`src/rtl/tl_pkg.sv`:
```
// ============================================================================
//  Module      : tl_pkg
//  Description : Shared encodings, sizes and select helpers for the route stage.
//  Revision    : 1.0 - initial release
// ============================================================================
`default_nettype none

package tl_pkg;

    typedef enum logic [3:0] {
        ST_RESET  = 4'b0001,
        ST_INIT   = 4'b0010,
        ST_IDLE   = 4'b0100,
        ST_ACTIVE = 4'b1000
    } tl_state_e;

    localparam int NUM_CH    = 4;
    localparam int DEST_W    = 2;
    localparam int TL_DATA_W = 6;

    // Index of the set bit; only meaningful for a one-hot input.
    function automatic logic [1:0] onehot_idx(input logic [3:0] oh);
        logic [1:0] idx;
        idx = 2'd0;
        if (oh[1]) idx = 2'd1;
        if (oh[2]) idx = 2'd2;
        if (oh[3]) idx = 2'd3;
        return idx;
    endfunction

    function automatic logic multi_hot(input logic [3:0] v);
        return (v & (v - 4'd1)) != 4'd0;
    endfunction

endpackage

`default_nettype wire

```
`src/rtl/tl_route_stage_if.sv`:
```
// ============================================================================
//  Module      : tl_route_if
//  Description : Arbiter pops / orange read data in, purple push strobes out.
//  Revision    : 1.0 - initial release
// ============================================================================
`default_nettype none

interface tl_route_if #(
    parameter int DATA_W = 6
);
    logic              push;
    logic              pop0, pop1, pop2, pop3;
    logic [DATA_W-1:0] data_in0, data_in1, data_in2, data_in3;
    logic              push_out0, push_out1, push_out2, push_out3;
    logic [DATA_W-1:0] data_out;

    modport master (
        output push, pop0, pop1, pop2, pop3,
        output data_in0, data_in1, data_in2, data_in3,
        input  push_out0, push_out1, push_out2, push_out3, data_out
    );

    modport slave (
        input  push, pop0, pop1, pop2, pop3,
        input  data_in0, data_in1, data_in2, data_in3,
        output push_out0, push_out1, push_out2, push_out3, data_out
    );
endinterface

`default_nettype wire

```
`src/rtl/tl_route_counter.sv`:
```
// ============================================================================
//  Module      : tl_route_counter
//  Description : Wrapping per-destination packet counter with sync clear.
//                Only present when TL_ROUTE_CNT_EN is defined.
//  Revision    : 1.0 - initial release
// ============================================================================
`default_nettype none

`ifdef TL_ROUTE_CNT_EN
module tl_route_counter #(
    parameter int CNT_W = 8
) (
    input  logic             clk,
    input  logic             reset_L,
    input  logic             clr,
    input  logic             inc,
    output logic [CNT_W-1:0] count
);
    logic [CNT_W-1:0] r_count;

    always_ff @(posedge clk or negedge reset_L) begin
        if (!reset_L) begin
            r_count <= '0;
        end else if (clr) begin
            r_count <= '0;
        end else if (inc) begin
            r_count <= r_count + 1'b1;
        end
    end

    assign count = r_count;
endmodule
`endif

`default_nettype wire

```
`src/rtl/tl_route_stage.sv`:
```
// ============================================================================
//  Module      : tl_route_stage
//  Description : Two-stage mux/route from orange ingress to purple egress FIFOs.
//                Optional per-destination counters under TL_ROUTE_CNT_EN.
//  Revision    : 1.0 - initial release
// ============================================================================
`default_nettype none

module tl_route_stage
    import tl_pkg::*;
#(
    parameter int DATA_W = TL_DATA_W,
    parameter int CNT_W  = 8
) (
    input  logic       clk,
    input  logic       reset_L,
    input  logic [3:0] state,
    tl_route_if.slave  bus,
    output logic       sel_error
`ifdef TL_ROUTE_CNT_EN
    ,
    output logic [CNT_W-1:0] cnt0,
    output logic [CNT_W-1:0] cnt1,
    output logic [CNT_W-1:0] cnt2,
    output logic [CNT_W-1:0] cnt3
`endif
);
    logic [NUM_CH-1:0] w_pops;
    logic [DATA_W-1:0] w_din [NUM_CH];
    logic              w_sync_clr;
    logic [DATA_W-1:0] w_word;
    logic [DEST_W-1:0] w_dest;

    logic [NUM_CH-1:0] r_sel;
    logic              r_v1;
    logic [NUM_CH-1:0] r_push;
    logic [DATA_W-1:0] r_data;
    logic              r_err;

    assign w_pops     = {bus.pop3, bus.pop2, bus.pop1, bus.pop0};
    assign w_din[0]   = bus.data_in0;
    assign w_din[1]   = bus.data_in1;
    assign w_din[2]   = bus.data_in2;
    assign w_din[3]   = bus.data_in3;
    assign w_sync_clr = (state == ST_RESET);

    // FIFO read data lags its pop by a cycle, so the mux uses the registered select.
    always_comb begin
        w_word = w_din[onehot_idx(r_sel)];
        w_dest = w_word[DATA_W-1 -: DEST_W];
    end

    always_ff @(posedge clk or negedge reset_L) begin
        if (!reset_L) begin
            r_sel  <= '0;
            r_v1   <= 1'b0;
            r_push <= '0;
            r_data <= '0;
            r_err  <= 1'b0;
        end else if (w_sync_clr) begin
            r_sel  <= '0;
            r_v1   <= 1'b0;
            r_push <= '0;
            r_data <= '0;
            r_err  <= 1'b0;
        end else begin
            r_sel <= w_pops;
            r_v1  <= bus.push && (w_pops != '0) && !multi_hot(w_pops);
            if (multi_hot(w_pops)) begin
                r_err <= 1'b1;
            end
            if (r_v1) begin
                r_data <= w_word;
                r_push <= NUM_CH'(1) << w_dest;
            end else begin
                r_push <= '0;
            end
        end
    end

    assign bus.push_out0 = r_push[0];
    assign bus.push_out1 = r_push[1];
    assign bus.push_out2 = r_push[2];
    assign bus.push_out3 = r_push[3];
    assign bus.data_out  = r_data;
    assign sel_error     = r_err;

`ifdef TL_ROUTE_CNT_EN
    logic [CNT_W-1:0] w_cnt [NUM_CH];

    for (genvar i = 0; i < NUM_CH; i++) begin : g_cnt
        tl_route_counter #(
            .CNT_W (CNT_W)
        ) u_cnt (
            .clk     (clk),
            .reset_L (reset_L),
            .clr     (w_sync_clr),
            .inc     (r_push[i]),
            .count   (w_cnt[i])
        );
    end

    assign cnt0 = w_cnt[0];
    assign cnt1 = w_cnt[1];
    assign cnt2 = w_cnt[2];
    assign cnt3 = w_cnt[3];
`else
    logic [CNT_W-1:0] w_unused_cnt;
    assign w_unused_cnt = '0;
`endif

endmodule

`default_nettype wire

```
`src/flat_wrapper.sv`:
```
// flat-port wrapper written by rule: the top's interface ports become plain ports
module tl_route_stage_flat import tl_pkg::*;
#(
    parameter int DATA_W = TL_DATA_W,
    parameter int CNT_W  = 8
)
  (clk, reset_L, state, sel_error, bus_push, bus_pop0, bus_pop1, bus_pop2, bus_pop3, bus_data_in0, bus_data_in1, bus_data_in2, bus_data_in3, bus_push_out0, bus_push_out1, bus_push_out2, bus_push_out3, bus_data_out);
  tl_route_if #(.DATA_W(DATA_W)) bus_i ();
  input  logic clk;
  input  logic reset_L;
  input  logic [3:0] state;
  output logic sel_error;
  input wire logic [$bits(bus_i.push)-1:0] bus_push;
  input wire logic [$bits(bus_i.pop0)-1:0] bus_pop0;
  input wire logic [$bits(bus_i.pop1)-1:0] bus_pop1;
  input wire logic [$bits(bus_i.pop2)-1:0] bus_pop2;
  input wire logic [$bits(bus_i.pop3)-1:0] bus_pop3;
  input wire logic [$bits(bus_i.data_in0)-1:0] bus_data_in0;
  input wire logic [$bits(bus_i.data_in1)-1:0] bus_data_in1;
  input wire logic [$bits(bus_i.data_in2)-1:0] bus_data_in2;
  input wire logic [$bits(bus_i.data_in3)-1:0] bus_data_in3;
  output wire logic [$bits(bus_i.push_out0)-1:0] bus_push_out0;
  output wire logic [$bits(bus_i.push_out1)-1:0] bus_push_out1;
  output wire logic [$bits(bus_i.push_out2)-1:0] bus_push_out2;
  output wire logic [$bits(bus_i.push_out3)-1:0] bus_push_out3;
  output wire logic [$bits(bus_i.data_out)-1:0] bus_data_out;
  assign bus_i.push = bus_push;
  assign bus_i.pop0 = bus_pop0;
  assign bus_i.pop1 = bus_pop1;
  assign bus_i.pop2 = bus_pop2;
  assign bus_i.pop3 = bus_pop3;
  assign bus_i.data_in0 = bus_data_in0;
  assign bus_i.data_in1 = bus_data_in1;
  assign bus_i.data_in2 = bus_data_in2;
  assign bus_i.data_in3 = bus_data_in3;
  assign bus_push_out0 = bus_i.push_out0;
  assign bus_push_out1 = bus_i.push_out1;
  assign bus_push_out2 = bus_i.push_out2;
  assign bus_push_out3 = bus_i.push_out3;
  assign bus_data_out = bus_i.data_out;
  tl_route_stage #(.DATA_W(DATA_W), .CNT_W(CNT_W)) u_core (.clk(clk), .reset_L(reset_L), .state(state), .bus(bus_i), .sel_error(sel_error));
endmodule
```
`config.mk`:
```
export PLATFORM = sky130hd
export DESIGN_NAME = tl_route_stage_flat
export DESIGN_NICKNAME = d
export VERILOG_FILES = /design/src/rtl/tl_pkg.sv /design/src/rtl/tl_route_stage_if.sv /design/src/rtl/tl_route_counter.sv /design/src/rtl/tl_route_stage.sv /design/src/flat_wrapper.sv
export SDC_FILE = /design/constraint.sdc
export NUM_CORES = 1
export LEC_CHECK = 0
export CAP_MARGIN = 20
export CORE_UTILIZATION = 30
export CTS_BUF_LIST = sky130_fd_sc_hd__clkbuf_8
export DETAILED_ROUTE_END_ITERATION = 10
export GPL_TIMING_DRIVEN = 0
export PLACE_DENSITY = 0.68
export SYNTH_ARGS = -nofsm -noshare
export SYNTH_HDL_FRONTEND = slang
export SYNTH_SLANG_ARGS = --single-unit
```
`constraint.sdc`:
```
create_clock -name clk -period 1.36 [get_ports clk]
set_input_delay 0.272 -clock clk [delete_from_list [all_inputs] [get_ports clk]]
set_output_delay 0.272 -clock clk [all_outputs]
set_load 0.01 [all_outputs]
```
* Yosys cells after proc, flatten, opt, wreduce, memory -nomap -nowiden
Index checks and enable logic that the tools add are counted.
** Storage, ports and cells
- Register bits :: 16
- Input bits :: 35
** Operators by class
- $add $sub $neg :: 1
- $lt $le $gt $ge :: 1
- Eq/ne operators :: 1
- Shift-type cells :: 1
- Multiplexer cells :: 14
- Bitwise operators :: 2
- Reductions and logical operators :: 7
** Operators with widths (number)
- 6-bit two-way mux :: 4
- 6-bit binary-select mux with 2-bit select :: 1
- 4-bit two-way mux :: 3
- 4-bit nonzero test :: 2
- 4-bit bitwise AND :: 1
- 4-bit by 1-bit == test with 1-bit output (second input constant) :: 1
- 1-bit two-way mux :: 4
- 2-bit two-way mux :: 2
- 2-bit nonzero test :: 2
- 1-bit by 2-bit left shift with 4-bit output (first input constant) :: 1
- 4-bit by 1-bit subtractor with 4-bit output (second input constant) :: 1
- 3-bit >= comparator (second input constant) :: 1
- 2-bit inverter with 3-bit output :: 1
- 1-bit logical AND :: 2
- 1-bit logical NOT :: 1

* Longest topological paths before layout
- Depth after elaboration :: 10
- Mapped depth :: 4
- Mapped depth without buffers :: 3

* Worst setup path before layout
OpenSTA, ideal clock, no wires.
- Path kind :: register to register
- From :: reg u_core.r_sel[1]
- To :: reg u_core.r_push[0]
- Arrival time :: 1.419 ns
- Required time :: 1.291 ns
- Slack :: -0.128 ns
- Cell stages (with the launch flop) :: 5
- Path buffers :: 1
- Period minus slack after synthesis :: 1.488 ns
- Cell sequence :: dfrtp_1 > buf_6 > mux2_4 > a222oi_1 > and4_1
** Between the ends
- Word-level cells in the longest chain between the ends :: 10
** Ends and longest elaborated chain
- start, declared :: line tl_route_stage.sv:34 : logic [NUM_CH-1:0] r_sel;
- start signal, assigned :: line tl_route_stage.sv:67 : r_sel <= w_pops;
- 1-bit two-way mux :: line tl_pkg.sv:25 : if (oh[1]) idx = 2'd1;
- 2-bit two-way mux :: line tl_pkg.sv:26 : if (oh[2]) idx = 2'd2;
- 2-bit two-way mux :: line tl_pkg.sv:27 : if (oh[3]) idx = 2'd3;
- 2-bit inverter with 3-bit output (implied by the code) :: line tl_route_stage.sv:49 : w_word = w_din[onehot_idx(r_sel)];
- 6-bit binary-select mux with 2-bit select :: line tl_route_stage.sv:49
- 6-bit two-way mux (implied by the code) (2 in series) :: line tl_route_stage.sv:49
- 1-bit by 2-bit left shift with 4-bit output :: line tl_route_stage.sv:74 : r_push <= NUM_CH'(1) << w_dest;
- 4-bit two-way mux :: line tl_route_stage.sv:72 : if (r_v1) begin
- 4-bit two-way mux :: line tl_route_stage.sv:60 : end else if (w_sync_clr) begin
- end signal, assigned :: line tl_route_stage.sv:74
- end, declared :: line tl_route_stage.sv:36 : logic [NUM_CH-1:0] r_push;
No other way between the ends. The select of a mux whose other input is x is not followed.
A chain may end at the register's enable or synchronous reset.

* Worst setup path in the final report
Ends and elaborated chain as after synthesis.

==> qor.yml <==
ys_seq_area_frac: 0.512
fmax_ghz: 0.669
ys_ff_latch: 15
cp_slowest_cell: "dfrtp_1"
dp_slack_ns: -0.438
wire_per_inst_um: 13.3
routed_wl_mm: 1.97
syn_nets: 100
finalNetCount: 156
end_kind: "flop"
mostFrequentLayoutCells: "clkdlybuf4s50_1 (30), dlygate4sd2_1 (15), dfrtp_1 (15)"
syn_inst: 65
synth_top_family_by_area: "compound AO/OA/AOI/OAI gates"
period_share: 1.10
rows: 17
min_path_type: "in2async"
max-clock-path-buffers: 2
cts_made_buffers: 3
die_h_um: 51.4
synthAdderAreaFrac: 0.0137
worstMarginPinSlew_ns: 0.650
crit_chain: "buf_6, mux2_4, a222oi_1, buf_4, and4_1"
h-tree-depth: 1
violations: "setup timing"
final_common_cell: "clkdlybuf4s50_1"
yosysWarnings: 0
worst_slack_ns: -0.134
dp_hpwl_mm: 1.45
postSynth.asyncResetShare: 1.00
drt-initial-drc-count: 17
clk_pin_slew_ns: 0.06
clk_latency_ns: 0.24
synthMuxAreaShare: 0.102
cap_violations: 0
num_vias: 734
stdcell_area_sq_um: 1340
setup_viol_count_final: 9
grt_overflow: 0
hold_violations: 0
path_buf_inv: 2
start_util: 0.325
synth_cell_type_count: 23
ant_nets: 0
final_core_util: 0.592
period_minus_slack_ns: 1.49
status: "finished with violations"
port_buffers: 45
ir_worst_vdd_v: 0.000527
die-area_sq_um: 2650
synth-compound-area-share: 0.193
area_growth_pct: 82.1
final-max-slew-violation-count: 0
grt_use_total: 0.153
netlist_area_sq_um: 733
cpLargestDelayFamily: "flip-flops"
cp.required_ns: 1.54
coreArea_sq_um: 2250
clock_skew_ns: 0.00253
grt_pass1_vias: 722
cts_root_buffer: "clkbuf_8"
clock_sinks: 15
syn_area_per_cell_sq_um: 11.3
start_kind: "flop"
synth_edf_count: 0
leakage_nw: 0.589
dr.pass1.iters: 4
die_w_um: 51.4
yosys.area_share.simple: 0.135
arrival_ns: 1.67
drcViolationCount: 0
synthFlopType: "dfrtp_1"
synth_xor_area_frac: 0.0119
rsz0062_at_grt: "true"
slowest_delay_ns: 0.37
crit_path_max_fanout: 5
via_per_inst: 4.96
grt_pass1_wl_mm: 3.01
gp_congestion: 0.680
antenna_found_initial: 0
antennaDiodeCount: 0
drive_above_1_share: 0.208
relSlewSlack: 0.565
grt_start_max_net_pins: 16
timing_worst_setup_path_type: "reg2reg"
placedInstanceArea_sq_um: 1230
p_per_area_nw_per_um2: 923
power_mw: 1.23
io_pins: 46
tritoncts: "built"
-- registers in the layout, indices dropped and copies added (netlist names) --
register             cells
u_core.r_v1              1
u_core.r_push            4
u_core.r_sel             3
u_core.sel_error         1
u_core.bus.data_out      6
-- metal layers --
layer | vias up | part of all wire | track usage
met4 | 0 | 0.0081 | 0.0541
met2 | 39 | 0.44 | 0.264
met1 | 332 | 0.43 | 0.170
met3 | 2 | 0.12 | 0.0565
met5 | - | 0 | 0
li1 | 361 | - | -
-- synth_stat cells (2+ instances only) --
cell type / number / share of area
dfrtp_1: 15 / 0.51
a21oi_1: 7 / 0.048
a222oi_1: 6 / 0.082
o21ai_0: 6 / 0.041
mux2_2: 4 / 0.061
nand2_1: 4 / 0.020
and2_1: 3 / 0.026
clkbuf_1: 2 / 0.010
mux2_4: 2 / 0.041
nor2_1: 2 / 0.010
nor3b_1: 2 / 0.020
-- through the flow --
stage	cells	hold slack (ns)	TNS [ns]
final	148	0.431	-0.708
after global routing	148	0.495	-1.47
after CTS	147	0.462	-0.441
after detailed placement	138	0.475	-5.29
after global placement	138	0.465	-5.05
after floorplan	65	-0.0236	-0.347
-- worst paths after layout --
path                            cells after the start          endpoint              from  slack, ns
worst max-delay path                                5  u_core.r_push[0]   u_core.r_sel[1]      -0.13
worst min-delay path                                1  u_core.r_push[3]           reset_L       0.43
worst max register to register                      5  u_core.r_push[0]   u_core.r_sel[1]      -0.13
worst min register to register                      2  u_core.sel_error  u_core.sel_error       0.47
max in group asynchronous                           1   u_core.r_sel[1]           reset_L       0.51
min in group clk                                    2  u_core.sel_error  u_core.sel_error       0.47
-- worst register-to-register path: stages, from the launching register on --
cell and delay (ns):
dfrtp_1 0.37, buf_6 0.13, mux2_4 0.29, a222oi_1 0.25, buf_4 0.21, and4_1 0.19
-- power breakdown --
part | internal (mW) | switching, mW | leakage (nW)
Sequential | 0.499 | 0.0273 | 0.184
Combinational | 0.216 | 0.145 | 0.379
Clock | 0.199 | 0.146 | 0.0269
-- final cells by class --
class                      instances  area (sq um)
fill                             191           920
timing repair buffer              51           480
sequential                        15           375
multi-input combinational         46           365
clock buffer                       3          41.3
tap                               28          35.0
buffer                             4          33.8
clock inverter                     1          3.75
-- kinds of logic after synthesis --
kind of cell,count (synthesis)
AND/OR/NAND/NOR,17
buffers and inverters,4
XOR/XNOR,1
AO/OA/AOI/OAI,21
multiplexers,6
flip-flops,15
adder cells (fa/ha/maj),1
-- repair_timing --
item                                    CTS  global route
resized for setup                        23             2
pin swaps                                 9             4
endpoints found under the hold margin     0             0
buffers inserted                          4             1
endpoints found under the setup margin   25            10
hold buffers                              0             0
gates cloned                              1             0
Note: power is estimated with default switching activity, not from simulation.
